$ cat src/rtl/rob_commit_reader.sv
// In-order retire side of the reorder buffer: head/tail/occupancy, allocation grant and
// registered architectural commit, with a timed flush on an exception at head.
// Optional ROB_COMMIT_CNT_EN adds a 32-bit count of non-exception retires (commit_cnt).
module rob_commit_reader #(
    parameter int ADDR_WIDTH     = 3,
    parameter int REG_ADDR_WIDTH = 3,
    parameter int DATA_WIDTH     = 16,
    parameter int FLUSH_CYCLES   = 2
) (
    input  logic                      clk,
    input  logic                      reset,
    input  logic                      alloc_req,
    output logic                      alloc_grant,
    output logic [ADDR_WIDTH-1:0]     alloc_addr,
    output logic [ADDR_WIDTH-1:0]     rd_addr,
    input  logic                      rd_done,
    input  logic                      rd_exc,
    input  logic                      rd_has_dest,
    input  logic [REG_ADDR_WIDTH-1:0] rd_dest,
    input  logic [DATA_WIDTH-1:0]     rd_value,
    input  logic                      commit_stall,
    output logic                      clr_we,
    output logic [ADDR_WIDTH-1:0]     clr_addr,
    output logic                      commit_we,
    output logic [REG_ADDR_WIDTH-1:0] commit_dest,
    output logic [DATA_WIDTH-1:0]     commit_value,
    output logic                      flush,
`ifdef ROB_COMMIT_CNT_EN
    output logic [31:0]               commit_cnt,
`endif
    output logic [ADDR_WIDTH:0]       count
);

    localparam int FCW = (FLUSH_CYCLES > 1) ? $clog2(FLUSH_CYCLES) : 1;
    localparam logic [ADDR_WIDTH:0] FULL_COUNT = {1'b1, {ADDR_WIDTH{1'b0}}};

    typedef enum logic {ST_RUN, ST_FLUSH} state_t;

    state_t                    state, state_n;
    logic [ADDR_WIDTH-1:0]     head, head_n;
    logic [ADDR_WIDTH-1:0]     tail, tail_n;
    logic [ADDR_WIDTH:0]       count_n;
    logic [FCW-1:0]            fcnt, fcnt_n;
    logic                      commit_we_n;
    logic [REG_ADDR_WIDTH-1:0] commit_dest_n;
    logic [DATA_WIDTH-1:0]     commit_value_n;
    logic                      ret;

    // Head entry is only trusted when the ROB is non-empty; a stale done bit is ignored.
    assign ret         = (state == ST_RUN) && (count != '0) && rd_done && !commit_stall;
    // Grant looks at the current count, so a full ROB refuses even if it retires this cycle.
    assign alloc_grant = alloc_req && (count != FULL_COUNT) && (state == ST_RUN);
    assign alloc_addr  = tail;
    assign rd_addr     = head;
    assign clr_addr    = head;
    assign clr_we      = ret;

    always_comb begin
        // NOTE: every variable gets a default first so no path can infer a latch.
        state_n        = state;
        head_n         = head;
        tail_n         = tail;
        count_n        = count;
        fcnt_n         = fcnt;
        commit_we_n    = 1'b0;
        commit_dest_n  = commit_dest;
        commit_value_n = commit_value;

        case (state)
            ST_RUN: begin
                if (alloc_grant) begin
                    tail_n = tail + 1'b1;
                end
                if (ret) begin
                    if (rd_exc) begin
                        state_n = ST_FLUSH;
                        fcnt_n  = FCW'(FLUSH_CYCLES - 1);
                    end else begin
                        commit_we_n    = rd_has_dest;
                        commit_dest_n  = rd_dest;
                        commit_value_n = rd_value;
                        head_n         = head + 1'b1;
                    end
                end
                if (alloc_grant && !ret) begin
                    count_n = count + 1'b1;
                end else if (ret && !alloc_grant) begin
                    count_n = count - 1'b1;
                end
            end
            ST_FLUSH: begin
                if (fcnt == '0) begin
                    state_n = ST_RUN;
                    head_n  = '0;
                    tail_n  = '0;
                    count_n = '0;
                end else begin
                    fcnt_n = fcnt - 1'b1;
                end
            end
            default: state_n = ST_RUN;
        endcase
    end

    always_ff @(posedge clk) begin
        // NOTE: sequential state uses non-blocking assignments so all registers update together.
        if (reset) begin
            state        <= ST_RUN;
            head         <= '0;
            tail         <= '0;
            count        <= '0;
            fcnt         <= '0;
            commit_we    <= 1'b0;
            commit_dest  <= '0;
            commit_value <= '0;
            flush        <= 1'b0;
        end else begin
            state        <= state_n;
            head         <= head_n;
            tail         <= tail_n;
            count        <= count_n;
            fcnt         <= fcnt_n;
            commit_we    <= commit_we_n;
            commit_dest  <= commit_dest_n;
            commit_value <= commit_value_n;
            flush        <= (state_n == ST_FLUSH);
        end
    end

`ifdef ROB_COMMIT_CNT_EN
    // Survives flushes on purpose: it counts architecturally visible retires only.
    always_ff @(posedge clk) begin
        if (reset) begin
            commit_cnt <= '0;
        end else if (ret && !rd_exc) begin
            commit_cnt <= commit_cnt + 1'b1;
        end
    end
`else
    // No retire counter in this build.
`endif

endmodule

$ cat config.mk
export PLATFORM = sky130hd
export DESIGN_NAME = rob_commit_reader
export DESIGN_NICKNAME = d
export VERILOG_FILES = /design/src/rtl/rob_commit_reader.sv
export SDC_FILE = /design/constraint.sdc
export NUM_CORES = 1
export LEC_CHECK = 0
export CORE_MARGIN = 10
export CORE_UTILIZATION = 45
export DETAILED_ROUTE_END_ITERATION = 8
export GPL_TIMING_DRIVEN = 0
export HOLD_SLACK_MARGIN = 0.06
export PLACE_DENSITY = 0.88
export SLEW_MARGIN = 25
export SYNTH_ARGS = -nofsm -noshare
export SYNTH_HDL_FRONTEND = slang
export SYNTH_SLANG_ARGS = --single-unit
$ cat constraint.sdc
create_clock -name clk -period 4.3 [get_ports clk]
set_input_delay 1.075 -clock clk [delete_from_list [all_inputs] [get_ports clk]]
set_output_delay 1.075 -clock clk [all_outputs]
set_load 0.1 [all_outputs]
# Yosys cells after proc, flatten, opt, wreduce, memory -nomap -nowiden
# Index checks and enable logic that the tools add are counted.
[classes]
n_addsub = 5
eq_ne = 7
muxes = 18
n_bitwise = 3
reduce_logical = 17
[op_table]
columns = ["op", "count"]
rows = [
  ["$mux W3", 4],
  ["$mux W4", 3],
  ["$pmux W3 S2", 2],
  ["$ne A2 B2 Y1 const B", 5],
  ["$pmux W4 S2", 1],
  ["$logic_and A1 B1 Y1", 7],
  ["$add A3 B1 Y3 const B", 2],
  ["$mux W1", 6],
  ["$reduce_and A2 Y1", 3],
  ["$reduce_and A3 Y1", 2],
  ["$add A4 B1 Y4 const B", 1],
  ["$ne A4 B4 Y1 const B", 1],
  ["$pmux W1 S2", 2],
  ["$reduce_bool A4 Y1", 1],
  ["$reduce_or A4 Y1", 1],
  ["$sub A4 B1 Y4 const B", 1],
  ["$logic_not A1 Y1", 3],
  ["$ne A3 B1 Y1 const B", 1],
  ["$not A1 Y1", 3],
  ["$sub A1 B1 Y1 const B", 1],
]
[totals]
register_bits = 32
inputBits = 26

# Depth between registers and ports, before layout
[depth]
depth_word = 8
ltp_mapped = 10
ltp_nobuf = 9

# Least setup slack after synthesis
# Ideal clock, no wire load.
[synth_timing]
path_kind = "register to register"
start = "register count[3]"
end = "register count[3]"
t_arrival_ps = 5205
path_slack_ps = -1022
path_stages_with_launch = 9
n_path_buf = 0
synth_period_minus_slack_ps = 5322
cell_sequence = "dfxtp_1 nor4_1 nor3_1 nand2b_4 ha_1 a21o_1 a21oi_1 mux2_2 a32o_1"
[synth_via]
elab_chain_len = 8
word_cells_on_any_way = 18
cone_classes = "2 x add/sub; 2 x eq/ne; 3 x mux; 11 x reduce/logical"
[synth_rtl]
columns = ["item", "line", "rtl"]
rows = [
  ["from (decl)", "31", "output logic [ADDR_WIDTH:0] count"],
  ["from (signal assigned)", "121", "count <= count_n;"],
  ["$reduce_bool A4 Y1 *", "50", "assign ret = (state == ST_RUN) && (count != '0) && rd_done && !commit_stall;"],
  ["$logic_and A1 B1 Y1 * (3 in series)", "50", ""],
  ["via clr_we", "22", "output logic clr_we,"],
  ["$logic_not A1 Y1", "85", "if (alloc_grant && !ret) begin"],
  ["$logic_and A1 B1 Y1", "85", ""],
  ["$mux W4 / $ne A3 B1 Y1 (equally long branches)", "n/a", ""],
  ["$pmux W4 S2 / $reduce_and A2 Y1 (equally long branches)", "n/a", ""],
]
# The timed path passes the listed nets; every way through them passes the cells marked *. The select of a mux whose other input is x is not followed.
# A chain may end at the register's enable or synchronous reset.

# Final worst setup path
[layout_timing]
start = "input alloc_req"
end = "output alloc_grant"
[layout_via]
elab_chain_len = 2
[layout_rtl]
columns = ["item", "line", "rtl"]
rows = [
  ["from (decl)", "12", "input logic alloc_req,"],
  ["$logic_and A1 B1 Y1 (2 in series)", "52", "assign alloc_grant = alloc_req && (count != FULL_COUNT) && (state == ST_RUN);"],
  ["to (decl)", "13", "output logic alloc_grant,"],
]
# Every way passes these cells.

==> flow_summary.json <==
{
  "startpoint": "alloc_req",
  "die_x_um": 76.2,
  "synth_warnings": 0,
  "place_area_mm2": 0.00209,
  "vias_per_cell": 5.02,
  "swShare": 0.508,
  "relSlewSlack": 0.329,
  "grt_pass1_vias": 1339,
  "cts_buffer_depth": 2,
  "syn_inst": 142,
  "synthesis.area_mm2": 0.00142,
  "synth_edf_count": 0,
  "ir_drop_v": 0.000289,
  "overflow": 0,
  "drtIter0Drc": 60,
  "grt_max_degree": 11,
  "reg2reg_setup_slack_ns": 1.57,
  "finalHoldViolations": 0,
  "grt_pass1_wl_mm": 6.36,
  "gp_congestion": 0.822,
  "synth_cell_types": 39,
  "p_switching_w": 0.000631,
  "drc": 0,
  "wl_per_cell_um": 15.0,
  "vias": 1276,
  "endpoint": "alloc_grant",
  "cp.arrival_ns": 3.01,
  "die_y_um": 76.2,
  "dieArea_mm2": 0.00581,
  "crit_type": "in2out",
  "clk_pin_slew_ns": 0.10,
  "finalPower_w": 0.00124,
  "grt_antenna_before_repair": 0,
  "layoutNonFillerInstCount": 254,
  "ant_nets": 0,
  "drt_wl_total_mm": 3.81,
  "power_per_cell_area_mw_per_mm2": 581,
  "hpwl_mm": 3.05,
  "worst_slew_pin_slew_ns": 1.00,
  "end_kind": "primary output",
  "rr_worst_depth": 8,
  "cp-start-kind": "input port",
  "syn_to_final_growth_pct": 50.6,
  "hold_path.class": "reg2reg",
  "clock-sinks": 32,
  "power_leakage_nw": 0.807,
  "rsz0062_at_grt": "no",
  "dp_cells": 247,
  "clkPwrFrac": 0.129,
  "post_cts_buffers": 0,
  "root_buffer": "clkbuf_4",
  "drv_slew": 0,
  "p_int_w": 0.000613,
  "ys_top_cells_by_area": "dfxtp_1 45%, mux2i_1 14%, nor2_1 6.6%, ha_1 3.5%, a21oi_1 2.1%",
  "synth_flop_cell": "dfxtp_1",
  "finalCriticalPeriod_ns": 4.09,
  "cap_viol_max_count": 0,
  "status": "finished, final reports clean",
  "core.rowCount": 20,
  "synth_top_area_frac": 0.451,
  "drtPass1Iterations": 4,
  "combPwrFrac": 0.570,
  "ys_seq_area_frac": 0.451,
  "cts_tree": "built",
  "io_pins": 62,
  "cts_buffers": 5,
  "yosysTopAreaCell": "dfxtp_1",
  "synth_seq_cells": 32,
  "critPathMaxFanout": 5,
  "finalInstanceArea_mm2": 0.00214,
  "synthesis.nets": 173,
  "track_usage": 0.132,
  "clkLatencyLatePin_ns": 0.34,
  "start_util": 0.469,
  "finalCritPeriodShare": 0.951,
  "synth.avg_cell_area_um2": 10.0,
  "r2r_start": "count[3]",
  "skew_ns": 0.0123,
  "crit_required_ns": 3.22,
  "final.setup.tns_ns": 0,
  "hold_buffers": 0,
  "drive_gt1_frac": 0.105,
  "r2r_end": "count[3]",
  "core_mm2": 0.00303,
  "fmax_mhz": 245,
  "fin_nets": 241,
  "seqPwrFrac": 0.301,
  "n_antenna_cell": 0,
  "finalSetupViolCount": 0,
  "whs_ns": 0.494,
  "ctsHtreeMaxLevel": 2,
  "io_buffers": 61,
  "synthArstFlopShare": 0
}
-- routing by layer --
metal,global-route usage,wire length (um),vias up,part of all wire
met3,0.0873,440,5,0.12
met1,0.138,1610,590,0.42
met2,0.208,1710,58,0.45
met5,0,0,-,0
li1,-,-,623,-
met4,0.0446,54,0,0.014
-- cells in the final DEF, fill, tap and decap left out, types with 3 or more instances in the layout --
| master | Yosys | layout |
|---|---|---|
| a21oi_1 | 6 | 6 |
| buf_4 | 3 | 3 |
| clkbuf_1 | 4 | 5 |
| clkbuf_4 | 0 | 5 |
| clkdlybuf4s50_1 | 0 | 60 |
| dfxtp_1 | 32 | 32 |
| ha_1 | 4 | 4 |
| inv_1 | 3 | 3 |
| mux2i_1 | 20 | 20 |
| nand2_1 | 3 | 3 |
| nand2b_1 | 3 | 3 |
| nor2_1 | 25 | 25 |
-- flip-flops by register name, summed over array words and instances, names as in the netlist --
name and count:
alloc_addr 3, commit_dest 3, clr_addr 3, commit_value 16, count 4, fcnt 1, state 1, commit_we 1
-- power by group through the flow --
stage,sequential [W],combinational [W],clock (W)
after floorplan,0.000651,0.000280,0
after global placement,0.000377,0.000698,0
after detailed placement,0.000381,0.000713,0
after CTS,0.000374,0.000715,0.000167
after global routing,0.000381,0.000752,0.000180
final,0.000374,0.000709,0.000160
-- how the worst min path moves through the flow --
stage                  startpoint  cells past startpoint       endpoint  slack [ns]
floorplan                    fcnt                      1           fcnt        0.45
global placement             fcnt                      1           fcnt        0.46
detailed placement           fcnt                      1           fcnt        0.48
CTS                          fcnt                      1           fcnt        0.50
global route        alloc_addr[1]                      2  alloc_addr[1]        0.53
finish              alloc_addr[0]                      2  alloc_addr[0]        0.49
-- per-stage QoR --
stage	setup slack, ns	utilization
after floorplan	0.0431	-
after global placement	0.0883	0.691
after detailed placement	0.0569	0.691
after CTS	0.0566	0.706
after global routing	0.161	0.707
final	0.212	0.707
-- critical path: stages --
cell and delay, ns:
clkdlybuf4s50_1 0.56, nand3_4 0.14, inv_4 0.10, clkdlybuf4s50_1 1.13
-- layout make-up --
class	instances	area (um^2)
tap	44	55.1
clock buffer	6	41.3
inverter	5	23.8
clock inverter	1	5.00
timing repair buffer	61	613
fill	258	887
multi-input combinational	96	714
sequential	32	641
buffer	9	47.5
-- Yosys cell counts, drive strengths merged (2+ instances only) --
library cell and n:
or4 2, buf 5, nand2 3, a21oi 6, o21a 2, dfxtp 32, nor3 2, o21ai 2
inv 5, mux2 2, and2 2, ha 4, nand2b 4, clkbuf 4, xnor2 2, nand3 3
nor2 25, mux2i 20, nor4 2
-- logic make-up after synthesis --
family / count (synthesis) / synth area share
buffers and inverters: 14 / 0.0502
multiplexers: 22 / 0.157
AND/OR/NAND/NOR: 49 / 0.190
flip-flops: 32 / 0.451
AO/OA/AOI/OAI: 18 / 0.0907
XOR/XNOR: 2 / 0.0123
adder cells (fa/ha/maj): 5 / 0.0493
-- timing repair --
action	4_1_cts	5_1_grt
setup endpoints to repair	0	1
endpoints found under the hold margin	0	0
gates resized for setup	0	1
No activity file was read; power rests on OpenSTA's default activity.
